===== src/rtl/sequence_blinker.sv =====
// sequence_blinker: plays back the stored Simon Says color sequence on one-hot LEDs
//   clk          : rising-edge clock
//   reset        : asynchronous active-low reset
//   on_blinker   : playback request, held high by the controller
//   level        : sequence length, sampled only when playback starts
//   mem_data     : color index, valid one cycle after mem_addr
//   mem_addr     : registered pattern-memory read address
//   led          : registered one-hot LED drive, zero when dark
//   blinker_done : registered completion flag, high while finished
//   Define BLINKER_LEAD_IN_EN to insert a dark lead-in pause of OFF_CYCLES before the first flash.
module sequence_blinker #(
  parameter int ON_CYCLES  = 4,
  parameter int OFF_CYCLES = 2,
  parameter int MAX_LEVEL  = 10
) (
  input  logic       clk,
  input  logic       reset,
  input  logic       on_blinker,
  input  logic [3:0] level,
  input  logic [1:0] mem_data,
  output logic [3:0] mem_addr,
  output logic [3:0] led,
  output logic       blinker_done
);
  localparam int TW = $clog2((ON_CYCLES > OFF_CYCLES ? ON_CYCLES : OFF_CYCLES) + 1);
  localparam logic [TW-1:0] ON_LOAD  = TW'(ON_CYCLES - 1);
  localparam logic [TW-1:0] OFF_LOAD = TW'(OFF_CYCLES - 1);
  localparam logic [3:0] MAX_LEN = 4'(MAX_LEVEL);
  localparam logic [2:0] IDLE  = 3'd0;
  localparam logic [2:0] FETCH = 3'd1;
  localparam logic [2:0] LOAD  = 3'd2;
  localparam logic [2:0] SHOW  = 3'd3;
  localparam logic [2:0] GAP   = 3'd4;
  localparam logic [2:0] DONE  = 3'd5;
`ifdef BLINKER_LEAD_IN_EN
  localparam logic [2:0] LEAD  = 3'd6;
  localparam logic [2:0] FIRST = LEAD;
`else
  localparam logic [2:0] FIRST = FETCH;
`endif
  logic [2:0]    state;
  logic [3:0]    idx, len, clamped, idx_next;
  logic [TW-1:0] timer;
  assign clamped  = level > MAX_LEN ? MAX_LEN : level;
  assign idx_next = idx + 4'd1;
  // The read address is the step index register itself, so it is registered and never wraps.
  assign mem_addr = idx;
  always_ff @(posedge clk or negedge reset) begin
    if (!reset) begin
      state        <= IDLE;
      idx          <= '0;
      len          <= '0;
      timer        <= '0;
      led          <= '0;
      blinker_done <= 1'b0;
    end else if (!on_blinker && state != IDLE && state != DONE) begin
      // Abort: drop everything, no done pulse.
      state        <= IDLE;
      led          <= '0;
      blinker_done <= 1'b0;
    end else begin
      case (state)
        IDLE: if (on_blinker) begin
          len   <= clamped;
          idx   <= '0;
          timer <= OFF_LOAD;
          state <= clamped == 4'd0 ? DONE : FIRST;
        end
`ifdef BLINKER_LEAD_IN_EN
        LEAD: if (timer == '0) state <= FETCH;
              else timer <= timer - TW'(1);
`endif
        FETCH: state <= LOAD;
        LOAD: begin
          led   <= 4'b0001 << mem_data;
          timer <= ON_LOAD;
          state <= SHOW;
        end
        SHOW: if (timer == '0) begin
          led   <= '0;
          timer <= OFF_LOAD;
          state <= GAP;
        end else timer <= timer - TW'(1);
        GAP: if (timer == '0) begin
          idx          <= idx_next;
          state        <= idx_next == len ? DONE : FETCH;
          blinker_done <= idx_next == len;
        end else timer <= timer - TW'(1);
        // An empty sequence enters DONE with the flag low, so it rises one edge later.
        DONE: begin
          blinker_done <= on_blinker;
          state        <= on_blinker ? DONE : IDLE;
        end
        default: state <= IDLE;
      endcase
    end
  end
endmodule

===== config.mk =====
export PLATFORM = sky130hd
export DESIGN_NAME = sequence_blinker
export DESIGN_NICKNAME = d
export VERILOG_FILES = /design/src/rtl/sequence_blinker.sv
export SDC_FILE = /design/constraint.sdc
export NUM_CORES = 1
export LEC_CHECK = 0
export CAP_MARGIN = 20
export CORE_UTILIZATION = 40
export DETAILED_ROUTE_END_ITERATION = 16
export PLACE_DENSITY = 0.61
export SYNTH_ARGS = -nofsm -noshare
export SYNTH_HDL_FRONTEND = slang
export SYNTH_SLANG_ARGS = --single-unit

===== constraint.sdc =====
create_clock -name clk -period 2.9 [get_ports clk]
set_input_delay 0.58 -clock clk [delete_from_list [all_inputs] [get_ports clk]]
set_output_delay 0.58 -clock clk [all_outputs]
set_load 0.02 [all_outputs]

==> results of run 1 <==
-- power breakdown --
| part | internal (uW) | switching (uW) |
|---|---|---|
| logic | 105 | 122 |
| registers | 305 | 37.1 |
| clock network | 53.5 | 82.0 |
-- state kept, by name (all words and copies together), names as in the netlist --
name	flops
mem_addr	4
blinker_done	1
state	3
led	4
timer	3
len	4
-- per-layer routing --
| layer | up-vias | routed length [um] | GRT usage |
|---|---|---|---|
| met1 | 486 | 1260 | 0.261 |
| met4 | 0 | 18 | 0.0801 |
| li1 | 503 | - | - |
| met5 | - | 0 | 0 |
| met2 | 29 | 1150 | 0.270 |
| met3 | 2 | 127 | 0.0256 |
-- layout make-up --
class,instances,share of cell area
Timing Repair Buffer,18,0.129
Tap cell,31,0.0282
Clock buffer,4,0.0191
Inverter,9,0.0246
Sequential cell,19,0.346
Multi-Input combinational cell,99,0.453
-- kinds of logic (layout without fill, tap and decap cells) --
logic type / after synthesis / in the layout
buffers and inverters: 15 / 31
multiplexers: 5 / 5
flip-flops: 19 / 19
adder cells (fa/ha/maj): 3 / 3
AND/OR/NAND/NOR: 50 / 50
XOR/XNOR: 6 / 6
AO/OA/AOI/OAI: 35 / 35
-- through the flow --
step | cell area (um^2) | std cells | setup slack [ns]
floorplan | 1160 | 133 | 1.31
global placement | 1350 | 176 | 0.886
detailed placement | 1350 | 176 | 0.870
CTS | 1380 | 180 | 0.893
global route | 1380 | 180 | 0.825
finish | 1380 | 180 | 0.900
-- worst paths after layout --
check,start,to,cells after the start
max,mem_addr[0]$_DFFE_PN0P_,mem_addr[0],1
min,led[1]$_DFFE_PN0P_,led[1]$_DFFE_PN0P_,2
max reg2reg,state[0]$_DFFE_PN0P_,len[3]$_DFFE_PN0P_,3
min reg2reg,led[1]$_DFFE_PN0P_,led[1]$_DFFE_PN0P_,2
max in group asynchronous,reset,led[3]$_DFFE_PN0P_,1
min in group asynchronous,reset,mem_addr[1]$_DFFE_PN0P_,1
-- cells in the final DEF, fill, tap and decap left out, types with 2 or more instances in the layout --
cell | netlist | layout
sky130_fd_sc_hd__dfrtp_1 | 19 | 19
sky130_fd_sc_hd__clkdlybuf4s50_1 | 0 | 17
sky130_fd_sc_hd__o21ai_0 | 15 | 15
sky130_fd_sc_hd__nand3_1 | 10 | 10
sky130_fd_sc_hd__nand2_1 | 10 | 10
sky130_fd_sc_hd__inv_1 | 9 | 9
sky130_fd_sc_hd__a21oi_1 | 8 | 8
sky130_fd_sc_hd__nor2_1 | 7 | 7
sky130_fd_sc_hd__xnor2_1 | 4 | 4
sky130_fd_sc_hd__nor2b_1 | 3 | 3
sky130_fd_sc_hd__nand2b_1 | 3 | 3
sky130_fd_sc_hd__mux2i_1 | 3 | 3
sky130_fd_sc_hd__nor3_1 | 3 | 3
sky130_fd_sc_hd__and3_1 | 3 | 3
sky130_fd_sc_hd__nand4_1 | 3 | 3
sky130_fd_sc_hd__ha_1 | 3 | 3
sky130_fd_sc_hd__clkbuf_4 | 0 | 3
sky130_fd_sc_hd__o211ai_1 | 2 | 2
sky130_fd_sc_hd__a211oi_1 | 2 | 2
sky130_fd_sc_hd__a31oi_1 | 2 | 2
sky130_fd_sc_hd__mux2_2 | 2 | 2
sky130_fd_sc_hd__nand3b_1 | 2 | 2
sky130_fd_sc_hd__xor2_1 | 2 | 2
==> impl.org, run 1 <==
** Outcome
- Outcome :: complete, no violations

** Worst setup path
- Counting both buffers and inverters, the worst setup path holds a total of 1.
- At the worst endpoint, the arrival time is 1.42 ns.
- Critical path launch point type :: register
- Traced cell by cell, the critical path runs through clkdlybuf4s50_1.
- Highest cell delay on the worst timing path :: 0.64 ns
- The critical path is of the reg2out type.
- STA classifies the critical path endpoint as a primary output.
- Crit-path max FO :: 6
- The slowest stage of the critical path is the sky130_fd_sc_hd__clkdlybuf4s50_1 cell.
- Required time at the endpoint of the critical path :: 2.32 ns
- Register-to-register path setup slack :: 1.04 ns
- The cell family contributing the most delay on the critical path is buffers and inverters.

** GRT
- Global-route wire length before repair :: 4460 um
- Vias in the first global route :: 951
- Summed over all layers, the global routing overflow is 0.
- Entering global routing, the biggest net connects 20 pins.
- GR Util All Layers :: 0.181
- The initial antenna violation count came to 0.

** Layout
- Post-layout nets :: 162
- The repair_antennas step left the layout with diodes totalling 0.
- Count of filler cells inserted in the layout :: 276
- Final design utilization :: 0.499
- Post-synthesis to final-layout area growth :: 18.2%
- In the final layout, the multi-input gates occupy 623 um^2.
- Of the cells placed in the final design, the portion with a size suffix greater than 1 is 0.0604.
- Across the whole layout, storage elements account for 475 um^2.

** Synth
- Largest cells by area after synthesis :: sky130_fd_sc_hd__dfrtp_1 (41%), sky130_fd_sc_hd__o21ai_0 (6.5%), sky130_fd_sc_hd__nand3_1 (4.3%), sky130_fd_sc_hd__a21oi_1 (3.4%), sky130_fd_sc_hd__ha_1 (3.2%)
- Each instance of the synthesized netlist takes up on average 8.75 um^2.
- List of most frequent post-synthesis cells :: sky130_fd_sc_hd__dfrtp_1 (19), sky130_fd_sc_hd__o21ai_0 (15), sky130_fd_sc_hd__nand2_1 (10), sky130_fd_sc_hd__nand3_1 (10), sky130_fd_sc_hd__inv_1 (9)
- The share of the Yosys chip area taken by registers is 0.409.
- Synthesis inferred 19 register bits.
- In this run, distinct cell masters in the synthesized netlist total 36.
- Synthesis produced 133 cells.
- Share of synthesized flip-flops with an asynchronous set or reset :: 1.00
- Most used flip-flop cell after synthesis :: sky130_fd_sc_hd__dfrtp_1
- The portion of synthesized area spent on multiplexers is 0.0452.
- Main combinational cell family by area after synthesis :: simple AND/OR/NAND/NOR gates
- Total of warnings raised by yosys :: 0
- Yosys instantiated no cell more often than sky130_fd_sc_hd__dfrtp_1.
- Compound-cell area share of the yosys netlist :: 0.177
- Largest area contributor in the netlist :: sky130_fd_sc_hd__dfrtp_1
- Post-synthesis xor/xnor area fraction :: 0.0452
- Share of the synthesized area in the top cell type :: 0.409
- Count of flip-flops with a built-in enable after synthesis :: 0
- Post-synthesis cell area :: 1160 um^2
- Of the total synthesized cell area, the portion taken by AND, OR, NAND and NOR gates is 0.235.
- The number of nets handed over by synthesis was 145.
- Fraction of the mapped netlist area in adder cells :: 0.0323

** Route
- Number of routed nets with antenna violations :: 0
- DRC violations left :: 0
- After detailed routing, the total wire length is 2560 um.
- After the first detailed-routing iteration, the DRC count stood at 53.
- First-pass DRT Iterations :: 4
- Dividing the detail-routed via count by the number of cells gives 5.67.
- Routed via count :: 1020
- After detailed routing, the average wire length per cell comes to 14.2 um.

** Hold path
- Worst min-delay path class :: reg2reg

** Power and ir drop
- Summed over all cells, the static leakage comes to 0.000569 uW.
- Sum of internal, switching and leakage power :: 705 uW
- Peak ir drop on the vdd network :: 0.339 mV
- Power Density :: 513 nW/um^2

** STA
- Fmax :: 500 MHz
- Final hold violation count :: 0
- Sum of negative setup slack :: 0 ns
- Relative slew margins :: 0.419
- Setup repair after global routing left no endpoint under its margin.
- Hold is met by 0.524 ns.
- Max-slew violation count :: 0
- Of the available clock period, the critical path in the final layout requires 0.690.
- On the final layout, the worst clock skew is 0.00593 ns.
- Slew at the pin closest to its max-slew limit :: 0.870 ns
- The smallest clock period supported by the final layout is computed as 2.00 ns.
- Setup violators final :: 0

** Clock tree
- Buffer cell driving the clock tree root :: sky130_fd_sc_hd__clkbuf_4
- Clock insertion delay at the later pin of the skew report :: 0.30 ns
- After clock tree synthesis, the clock-pin slew on the worst setup and hold paths is 0.11 ns.
- The number of hold buffers added after CTS was 0.
- Post_cts resized :: 0
- The clock net in this run drives a total of 19 sinks.
- Buffer levels on the longest clock path :: 2
- Post-CTS setup-driven buffer insertion count :: 0
- Inserted Clock Buffers :: 3
- Level count of the clock H-tree :: 1
- Clock tree from TritonCTS :: yes

** Placement
- HPWL reported at the end of detailed placement :: 1840 um
- Port buffering added 17 buffers.
- Placer congestion estimate :: 0.802

** Die
- Vert. Die Dim :: 55.9 um
- 18 I/O pins were placed.
- The die covers 3130 um^2.
- For this configuration, the core starts out at a cell density of 0.422.
- Core region area :: 2760 um^2
- After floorplanning, the core was divided into 19 placement rows.
- The die is 55.9 um wide.

** Flow run
- Count of maximum capacitance violations :: 0
No activity file was read; power rests on OpenSTA's default activity.
==> inputs of run 2 (changes only) <==
==> constraint.sdc (replaced) <==
create_clock -name clk -period 2 [get_ports clk]
set_input_delay 0.4 -clock clk [delete_from_list [all_inputs] [get_ports clk]]
set_output_delay 0.4 -clock clk [all_outputs]
set_load 0.02 [all_outputs]
==> run 2 against run 1 <==
Compared with the run above: routed wire length shrank 2.3%; clock power rose by 50%; cell area is 2.7% higher; via count rose by 3.8%; sequential power rose by 46%; critical path depth unchanged; clock-buffer cell count unchanged; non-clock buffer count grew 5; critical path type unchanged; largest cell class unchanged; highest routed layer unchanged.
==> impl.org, run 2 (synthesis results as in run 1) <==
** Outcome
- Outcome :: complete, no violations

** Die
- Initial Utilization :: 0.422
- The floorplan step set the die width to 55.9 um.
- After floorplanning, the core was divided into 19 placement rows.
- The core region is 2760 um^2.
- The die is 55.9 um tall.
- The floorplan step defined a die boundary enclosing 3130 um^2.
- During I/O placement, the number of pins put on the boundary was 18.

** Route
- Wire segments on met3 add up to 122 um in the final route.
- Using the TritonRoute via totals, the vias-per-cell ratio works out to 5.72.
- Routed via count :: 1059
- Average wire per standard cell :: 13.5 um
- First-iteration detailed-routing DRC count :: 40
- After detailed routing, no signal wire sits above met4.
- In the detailed route, the total length drawn on met2 is 1120 um.
- Final Routed Wirelength :: 2500 um
- The detailed router put a total of 1210 um of wire on met1.
- First-pass DRT Iterations :: 4
- For this run, design rule violations remaining after detail routing come to 0.
- The detail route stage leaves a number of antenna-violating nets equal to 0.

** Worst setup path
- CP Depth :: 1
- The worst setup path is launched from a register.
- Critical path's slowest cell :: sky130_fd_sc_hd__clkdlybuf4s50_1
- Register-to-register path setup slack :: 0.25 ns
- Tracing the worst setup path back leads to its startpoint at mem_addr[0]$_DFFE_PN0P_.
- The startpoint identified for the worst register-to-register timing path is timer[0]$_DFFE_PN0P_.
- Ordered cell list for the critical path :: clkdlybuf4s50_1
- Kind of end point of the critical path :: primary output
- Highest cell delay on the worst timing path :: 0.64 ns
- For the worst setup path, the data arrival time is 1.41 ns.
- For the worst setup path, the data required time is 1.60 ns.
- Along the worst path, the maximum fanout reaches 6.
- On the critical path the largest part of the delay comes from buffers and inverters.
- R2R cell count :: 6
- The worst register-to-register path ends at led[0]$_DFFE_PN0P_.
- The critical path in this run is classified as reg2out.
- Counting both buffers and inverters, the worst setup path holds a total of 1.
- Destination of the critical timing path :: mem_addr[0]

** STA
- Setup repair after global routing left no endpoint under its margin.
- Period utilisation layout :: 0.903
- Slew at the pin closest to its max-slew limit :: 0.443 ns
- Setup slack of the critical path after layout :: 0.193 ns
- Final hold violation count :: 0
- Derived from the worst setup path, the maximum achievable clock frequency is 553 MHz.
- Setup violations remaining at the end of the flow were counted as 0.
- Max-slew violation count :: 0
- The smallest clock period supported by the final layout is computed as 1.81 ns.
- Setup Skew :: 0.00277 ns
- Final Hold Slack :: 0.418 ns
- In the final timing run, aggregate negative setup slack is 0 ns.
- Relative slew margins :: 0.697

** Flow run
- Count of maximum capacitance violations :: 0

** Power and ir drop
- Peak ir drop on the vdd network :: 0.528 mV
- Leakage :: 0.000594 uW
- The share of total power dissipated in sequential elements is 0.476.
- For this design the total switching power over the nets is 359 uW.
- Logic pwr share :: 0.329
- Net Sw Frac :: 0.344
- Clock network fraction of design power :: 0.195
- In this run the power density over the cells is 740 nW/um^2.
- Internal power :: 685 uW

** Clock tree
- Buffer cell driving the clock tree root :: sky130_fd_sc_hd__clkbuf_4
- In this run the deepest clock path goes through 2 buffers.
- CTS built an H-tree with a depth of 1.
- The number of hold buffers added after CTS was 0.
- TritonCTS built the clock tree.
- Total number of clock tree sinks :: 19
- Post-CTS setup-driven buffer insertion count :: 0
- After clock tree synthesis, the clock-pin slew on the worst setup and hold paths is 0.11 ns.
- Inserted Clock Buffers :: 3
- Once the clock tree was built, the resizer swapped 0 gates to a different size.
- Clock insertion delay at the later pin of the skew report :: 0.30 ns

** Layout
- Post-layout nets :: 167
- Register area :: 475 um^2
- Post-synthesis to final-layout area growth :: 21.4%
- The library cell used most frequently in the layout, excluding fill and tap cells, is sky130_fd_sc_hd__dfrtp_1.
- Area of combinational cells with multiple inputs :: 623 um^2
- Non-filler instance count after layout :: 185
- The number of antenna diodes in the final layout is 0.
- Highest-count cells in the layout ignoring fill and taps :: sky130_fd_sc_hd__dfrtp_1 (19), sky130_fd_sc_hd__clkdlybuf4s50_1 (17), sky130_fd_sc_hd__o21ai_0 (15)
- Fill cells in the final layout number 261.
- Fraction of final layout cells with drive strength greater than 1 :: 0.0909

** GRT
- GR Util All Layers :: 0.179
- The first global-routing pass estimated 4470 um of wire.
- The initial antenna violation count came to 0.
- Remaining global-route overflow :: 0
- Vias in the first global route :: 1034
- Entering global routing, the biggest net connects 20 pins.

** Placement
- Input and output buffers added on the ports amount to 17.
- At the placement stage, the worst setup path has a slack of 0.149 ns.
- Routability-driven placement finished with a final weighted congestion of 0.792.
- Counting tap cells, the placed design contains a total of 181 instances.
- HPWL reported at the end of detailed placement :: 1860 um

** Hold path
- Worst min-delay path class :: in2async
run 2: cell count changes in the layout (fill, tap and decap cells not counted), sizes merged:
cell	previous run	this run
buf	1	6
run 2: per-stage QoR:
step / instance area (um^2) / util / total power (uW)
after CTS: 1410 / 0.512 / 1050
after detailed placement: 1390 / 0.503 / 850
final: 1410 / 0.512 / 1040
after global routing: 1410 / 0.512 / 1120
after global placement: 1390 / 0.503 / 843
after floorplan: 1160 / - / 723
run 2: how the worst min path moves through the flow:
stage / depth (start not counted) / end / startpoint / slack, ns
after floorplan: 0 / blinker_done$_DFFE_PN0P_ / reset / 0.10
after global placement: 1 / led[0]$_DFFE_PN0P_ / led[0]$_DFFE_PN0P_ / 0.50
after detailed placement: 1 / led[0]$_DFFE_PN0P_ / led[0]$_DFFE_PN0P_ / 0.51
after CTS: 2 / timer[2]$_DFFE_PN0P_ / reset / 0.43
after global routing: 2 / timer[2]$_DFFE_PN0P_ / reset / 0.45
final: 2 / mem_addr[2]$_DFFE_PN0P_ / reset / 0.42
run 2: layout make-up:
type                       count  area share
timing repair buffer          23       0.152
tap                           31      0.0275
sequential                    19       0.337
multi-input combinational     99       0.441
clock buffer                   4      0.0186
inverter                       9      0.0239
run 2: power by group through the flow:
stage / logic, uW / clock network (uW) / registers, uW
floorplan: 214 / 0 / 509
global placement: 340 / 0 / 503
detailed placement: 344 / 0 / 505
CTS: 346 / 210 / 498
global route: 382 / 224 / 509
finish: 343 / 204 / 498
run 2: layer usage:
metal	track usage	up-vias
met5	0	-
met4	0.0697	0
met3	0.0326	6
met2	0.287	25
met1	0.241	509
li1	-	519
run 2: worst register-to-register path, cell delays in order (launching register included):
cell and delay [ns]:
sky130_fd_sc_hd__dfrtp_1 0.39, sky130_fd_sc_hd__inv_1 0.11, sky130_fd_sc_hd__ha_1 0.20, sky130_fd_sc_hd__nor2b_2 0.28
sky130_fd_sc_hd__nor3_1 0.07, sky130_fd_sc_hd__a211o_1 0.31, sky130_fd_sc_hd__mux2_2 0.28
==> RTL edit 1: new RTL, settings of run 2 <==
Add a define of `BLINKER_LEAD_IN_EN`.
--- a/src/rtl/sequence_blinker.sv
+++ b/src/rtl/sequence_blinker.sv
@@ -8,6 +8,8 @@
 //   led          : registered one-hot LED drive, zero when dark
 //   blinker_done : registered completion flag, high while finished
 //   Define BLINKER_LEAD_IN_EN to insert a dark lead-in pause of OFF_CYCLES before the first flash.
+`define BLINKER_LEAD_IN_EN
+
 module sequence_blinker #(
   parameter int ON_CYCLES  = 4,
   parameter int OFF_CYCLES = 2,
Behaviour: not the same (Yosys sat finds a counterexample within 4 cycles, from zero or initial values and one cycle with reset low).
==> RTL edit 1 against run 2 <==
Final area down 4.2%; first-iteration DRC count down 30%; wire length down 3.2%; clock skew up 0.0064 ns; synthesized cell count down 9.8%; worst setup slack worse by 0.032 ns; sequential cell count unchanged; synthesized area down 4.7%; count of clock-buffer cells in the layout unchanged; via count down 8.9%; critical path type unchanged; highest routed layer unchanged.
Power is not compared: it rests on default switching activity, and its combinational part moved more than twofold at a synthesized area within 25%.
==> RTL edit 1: results (changes against run 2) <==
First-pass GRT wire length = 3939 microns (-12%)
Endpoints failing setup = 0 (unchanged)
Pre-CTS WS = 0.05296 ns (-0.09648 ns)
Clk_skew = 0.009180 ns (+0.006412 ns)
Fin nets = 152 (-9.0%)
Rel. slew slack = 70.06% (+0.35 points)
Sequential element share of the synthesized area = 42.89% (+2.0 points)
Total GRT Usage = 18.70% (+0.79 points)
Outcome = complete, no violations
Gpl congestion = 0.8036 (+1.4%)
Layout cells sized above 1 = 7.194% (-1.9 points)
Crit path max fanout = 7 (+1)
Post-DP HPWL = 1730 microns (-7.1%)
Syn nets = 132 (-9.0%)
Post-synth top cells = dfrtp_1 (19), nand2_1 (14), o21ai_0 (11), a21oi_1 (7), inv_1 (6)
WL per Instance = 14.31 microns (+6.0%)
Vias in the first global route = 839 (-19%)
Yosys top cell area share = 42.89% (+2.0 points)
CP max-delay cell = clkdlybuf4s50_1
Count of cell types in the netlist = 44 (+22%)
Vias = 965 (-8.9%)
Leakage = 0.0005721 uW
Critical path arrival = 1.44 ns (+0.03 ns)
Final Hold Fails = 0 (unchanged)
Top cells by area, synth = dfrtp_1 (43%), o21ai_0 (5.0%), nand2_1 (4.7%)
DR iter-0 viols = 28 (-30%)
Antenna violations before repair = 0 (unchanged)
CTS Root Cell = clkbuf_4
RTL edit 1: final cells by class:
class / instances / area, sq um
repair buffers: 21 / 212.7
clock buffers: 4 / 26.28
multi-input cells: 89 / 579.3
inverters: 6 / 22.52
fillers: 244 / 1191
well taps: 30 / 37.54
flip-flops and latches: 19 / 475.5
RTL edit 1: logic make-up after synthesis:
kind of cell / count (synthesis) / synth area share (%)
AND/OR/NAND/NOR: 37 / 17.27
flip-flops: 19 / 42.89
multiplexers: 2 / 1.919
AO/OA/AOI/OAI: 41 / 24.94
adder cells (fa/ha/maj): 3 / 3.386
buffers and inverters: 12 / 4.853
XOR/XNOR: 6 / 4.740
RTL edit 1: final timing paths:
path,from,to,slack [ns],depth (start not counted)
max in group asynchronous,reset,len[1],1.38,2
min in group clk,len[2],len[2],0.51,2
hold reg to reg,len[2],len[2],0.51,2
setup reg to reg,timer[0],timer[1],0.21,7
hold / removal,reset,timer[2],0.41,2
setup / recovery,mem_addr[0],mem_addr[0],0.16,1
RTL edit 1: stage by stage:
step           util, %  instances  total power, uW  area, sq um
6_report         53.20        169             1769         1354
5_1_grt          53.20        169             1911         1354
4_1_cts          53.20        169             1776         1354
3_5_place_dp     52.16        165             1564         1328
3_3_place_gp     52.16        165             1555         1328
2_1_floorplan        -        120             1294         1109
RTL edit 1: worst register-to-register path, delay by kind of cell, from the launching register on:
family | cells | cell delay, ns
flops | 1 | 0.41
fa+ha+maj | 1 | 0.17
buf+inv | 2 | 0.28
compound gates | 2 | 0.28
simple gates | 2 | 0.57
RTL edit 1: layer usage:
| layer | part of all wire (%) | GRT usage, % | up-vias |
|---|---|---|---|
| met5 | 0 | 0 | - |
| met4 | 0.62 | 6.410 | 0 |
| met3 | 5.1 | 3.889 | 2 |
| met2 | 44 | 27.31 | 34 |
| met1 | 51 | 26.92 | 451 |
| li1 | - | - | 478 |
RTL edit 1: power breakdown:
group	internal [uW]	switching (uW)	leakage, uW
registers	519	196	0.000246
logic	411	440	0.000311
clock network	77.7	125	0.0000150
==> RTL edit 2: new RTL, settings of run 2 <==
Without the edit above. Register the output `blinker_done` once more, cleared by the reset; this adds one clock of latency there. The other outputs are not delayed to match. Comments in the files are not updated.
--- a/src/rtl/sequence_blinker.sv
+++ b/src/rtl/sequence_blinker.sv
@@ -32,6 +32,8 @@
   localparam logic [2:0] SHOW  = 3'd3;
   localparam logic [2:0] GAP   = 3'd4;
   localparam logic [2:0] DONE  = 3'd5;
+
+  logic blinker_done_s0;
 `ifdef BLINKER_LEAD_IN_EN
   localparam logic [2:0] LEAD  = 3'd6;
   localparam logic [2:0] FIRST = LEAD;
@@ -52,12 +54,12 @@
       len          <= '0;
       timer        <= '0;
       led          <= '0;
-      blinker_done <= 1'b0;
+      blinker_done_s0 <= 1'b0;
     end else if (!on_blinker && state != IDLE && state != DONE) begin
       // Abort: drop everything, no done pulse.
       state        <= IDLE;
       led          <= '0;
-      blinker_done <= 1'b0;
+      blinker_done_s0 <= 1'b0;
     end else begin
       case (state)
         IDLE: if (on_blinker) begin
@@ -84,15 +86,23 @@
         GAP: if (timer == '0) begin
           idx          <= idx_next;
           state        <= idx_next == len ? DONE : FETCH;
-          blinker_done <= idx_next == len;
+          blinker_done_s0 <= idx_next == len;
         end else timer <= timer - TW'(1);
         // An empty sequence enters DONE with the flag low, so it rises one edge later.
         DONE: begin
-          blinker_done <= on_blinker;
+          blinker_done_s0 <= on_blinker;
           state        <= on_blinker ? DONE : IDLE;
         end
         default: state <= IDLE;
       endcase
     end
   end
+  always_ff @(posedge clk or negedge reset) begin
+    if (!reset) begin
+      blinker_done <= '0;
+    end else begin
+      blinker_done <= blinker_done_s0;
+    end
+  end
+
 endmodule
Behaviour: not the same (Yosys sat finds a counterexample within 4 cycles, from zero or initial values and one cycle with reset low).
==> RTL edit 2 against run 2 <==
Synthesized area is the same; total power rose by 14%; wire length shrank 3.3%; die area is the same; global-route usage is 0.46 points higher; register-to-register slack better by 0.09 ns; worst setup slack got worse by 0.014 ns; via count shrank 9.1%; final area down 1.4%; sequential power grew 9.4%; sequential cell count rose by 1; critical path type unchanged.
==> RTL edit 2: results (changes against run 2) <==
Vias in the first global route = 980 (-5.2%)
DR pass1 iterations = 4 (unchanged)
Critical path arrival = 1.42 ns
Post-synth top cells = dfrtp_1 (20), o21ai_0 (17), nand2_1 (8), nand3_1 (8), nor2_1 (8)
DR top layer = met4
Sequential element share of the synthesized area = 43.01% (+2.2 points)
CTS H-tree depth = 1 (unchanged)
Gpl congestion = 0.7530 (-4.9%)
Number of fill cells = 266 (+1.9%)
Yosys top cell area share = 43.01% (+2.2 points)
Met3 WL post-DR = 77 microns (-37%)
Total GRT Usage = 18.38% (+0.46 points)
Maximum vdd ir drop = 0.6152 mV (+17%)
CP peak stage delay = 0.64 ns (about the same)
WL per Instance = 13.80 microns (+2.2%)
Syn nets = 139 (-4.1%)
Met1 track demand over resource = 23.46% (-0.65 points)
Antenna violations before repair = 0 (unchanged)
PortBufs = 17 (unchanged)
Layout cells sized above 1 = 6.250% (-2.8 points)
HP Class = in -> async
Vias = 963 (-9.1%)
Endpoints failing setup = 0 (unchanged)
CP top delay family = buffers and inverters
Met3 Use GR = 5.116% (+1.9 points)
Leakage = 0.0005888 uW (-0.91%)
Max-slew violation count = 0 (unchanged)
Ys flop type = dfrtp_1
Fin nets = 157 (-6.0%)
CTS Root Cell = clkbuf_4
TritonCTS buffer count = 3 (unchanged)
Ys Warns = 0 (unchanged)
First-pass GRT wire length = 4505 microns (+0.76%)
Met2 Use GR = 31.15% (+2.4 points)
Post-DP HPWL = 1817 microns (-2.5%)
Clk_lat worst skew = 0.31 ns
Clk_skew = 0.003020 ns (+0.0002517 ns)
DR iter-0 viols = 22 (-45%)
Pre-CTS WS = 0.2525 ns (+0.1030 ns)
CTS resizes = 0 (unchanged)
WL met1 = 1175 microns (-2.8%)
Largest net degree at the start of global routing = 21 (+5.0%)
Top cells by area, synth = dfrtp_1 (43%), o21ai_0 (7.3%), nand3_1 (3.4%)
CP max-delay cell = clkdlybuf4s50_1
Wire length on met2 = 1145 microns (+2.2%)
Longest Clk Path Bufs = 2 (unchanged)
Outcome = complete, no violations
Post-CTS setup buffer count = 0 (unchanged)
Ys async rst share = 100.0% (unchanged)
Rel. slew slack = 63.59% (-6.1 points)
Count of cell types in the netlist = 36 (unchanged)
-- RTL edit 2: logic make-up after synthesis --
kind of cell / Yosys count / synth area share, %
AO/OA/AOI/OAI: 40 / 22.37
XOR/XNOR: 6 / 4.516
AND/OR/NAND/NOR: 41 / 18.82
multiplexers: 2 / 1.828
adder cells (fa/ha/maj): 3 / 3.226
buffers and inverters: 15 / 6.237
flip-flops: 20 / 43.01
-- RTL edit 2: metrics by stage --
stage / cell area, sq um / power, uW / cells
2_1_floorplan: 1164 / 835.3 / 127
3_3_place_gp: 1356 / 950.9 / 171
3_5_place_dp: 1356 / 962.3 / 171
4_1_cts: 1393 / 1215 / 175
5_1_grt: 1393 / 1307 / 175
6_report: 1393 / 1193 / 175
-- RTL edit 2: area by class of cell --
type / count / area share, %
multi-input combinational: 92 / 42.41
tap: 31 / 2.785
clock buffer: 4 / 2.606
timing repair buffer: 21 / 14.38
inverter: 7 / 1.887
sequential: 20 / 35.94
-- RTL edit 2: power breakdown --
| group | internal (uW) | switching (uW) | leakage [uW] |
|---|---|---|---|
| Sequential | 473 | 72.6 | 0.000263 |
| Combinational | 188 | 218 | 0.000305 |
| Clock | 111 | 131 | 0.0000210 |
-- RTL edit 2: worst paths after layout --
path | startpoint | end | slack, ns | depth (start not counted)
worst max-delay path | mem_addr[0] | mem_addr[0] | 0.18 | 1
worst min-delay path | reset | timer[1] | 0.41 | 2
min in group clk | blinker_done_s0 | blinker_done | 0.44 | 0
worst min register to register | blinker_done_s0 | blinker_done | 0.44 | 0
max in group asynchronous | reset | led[3] | 1.39 | 2
worst max register to register | state[0] | led[2] | 0.34 | 4
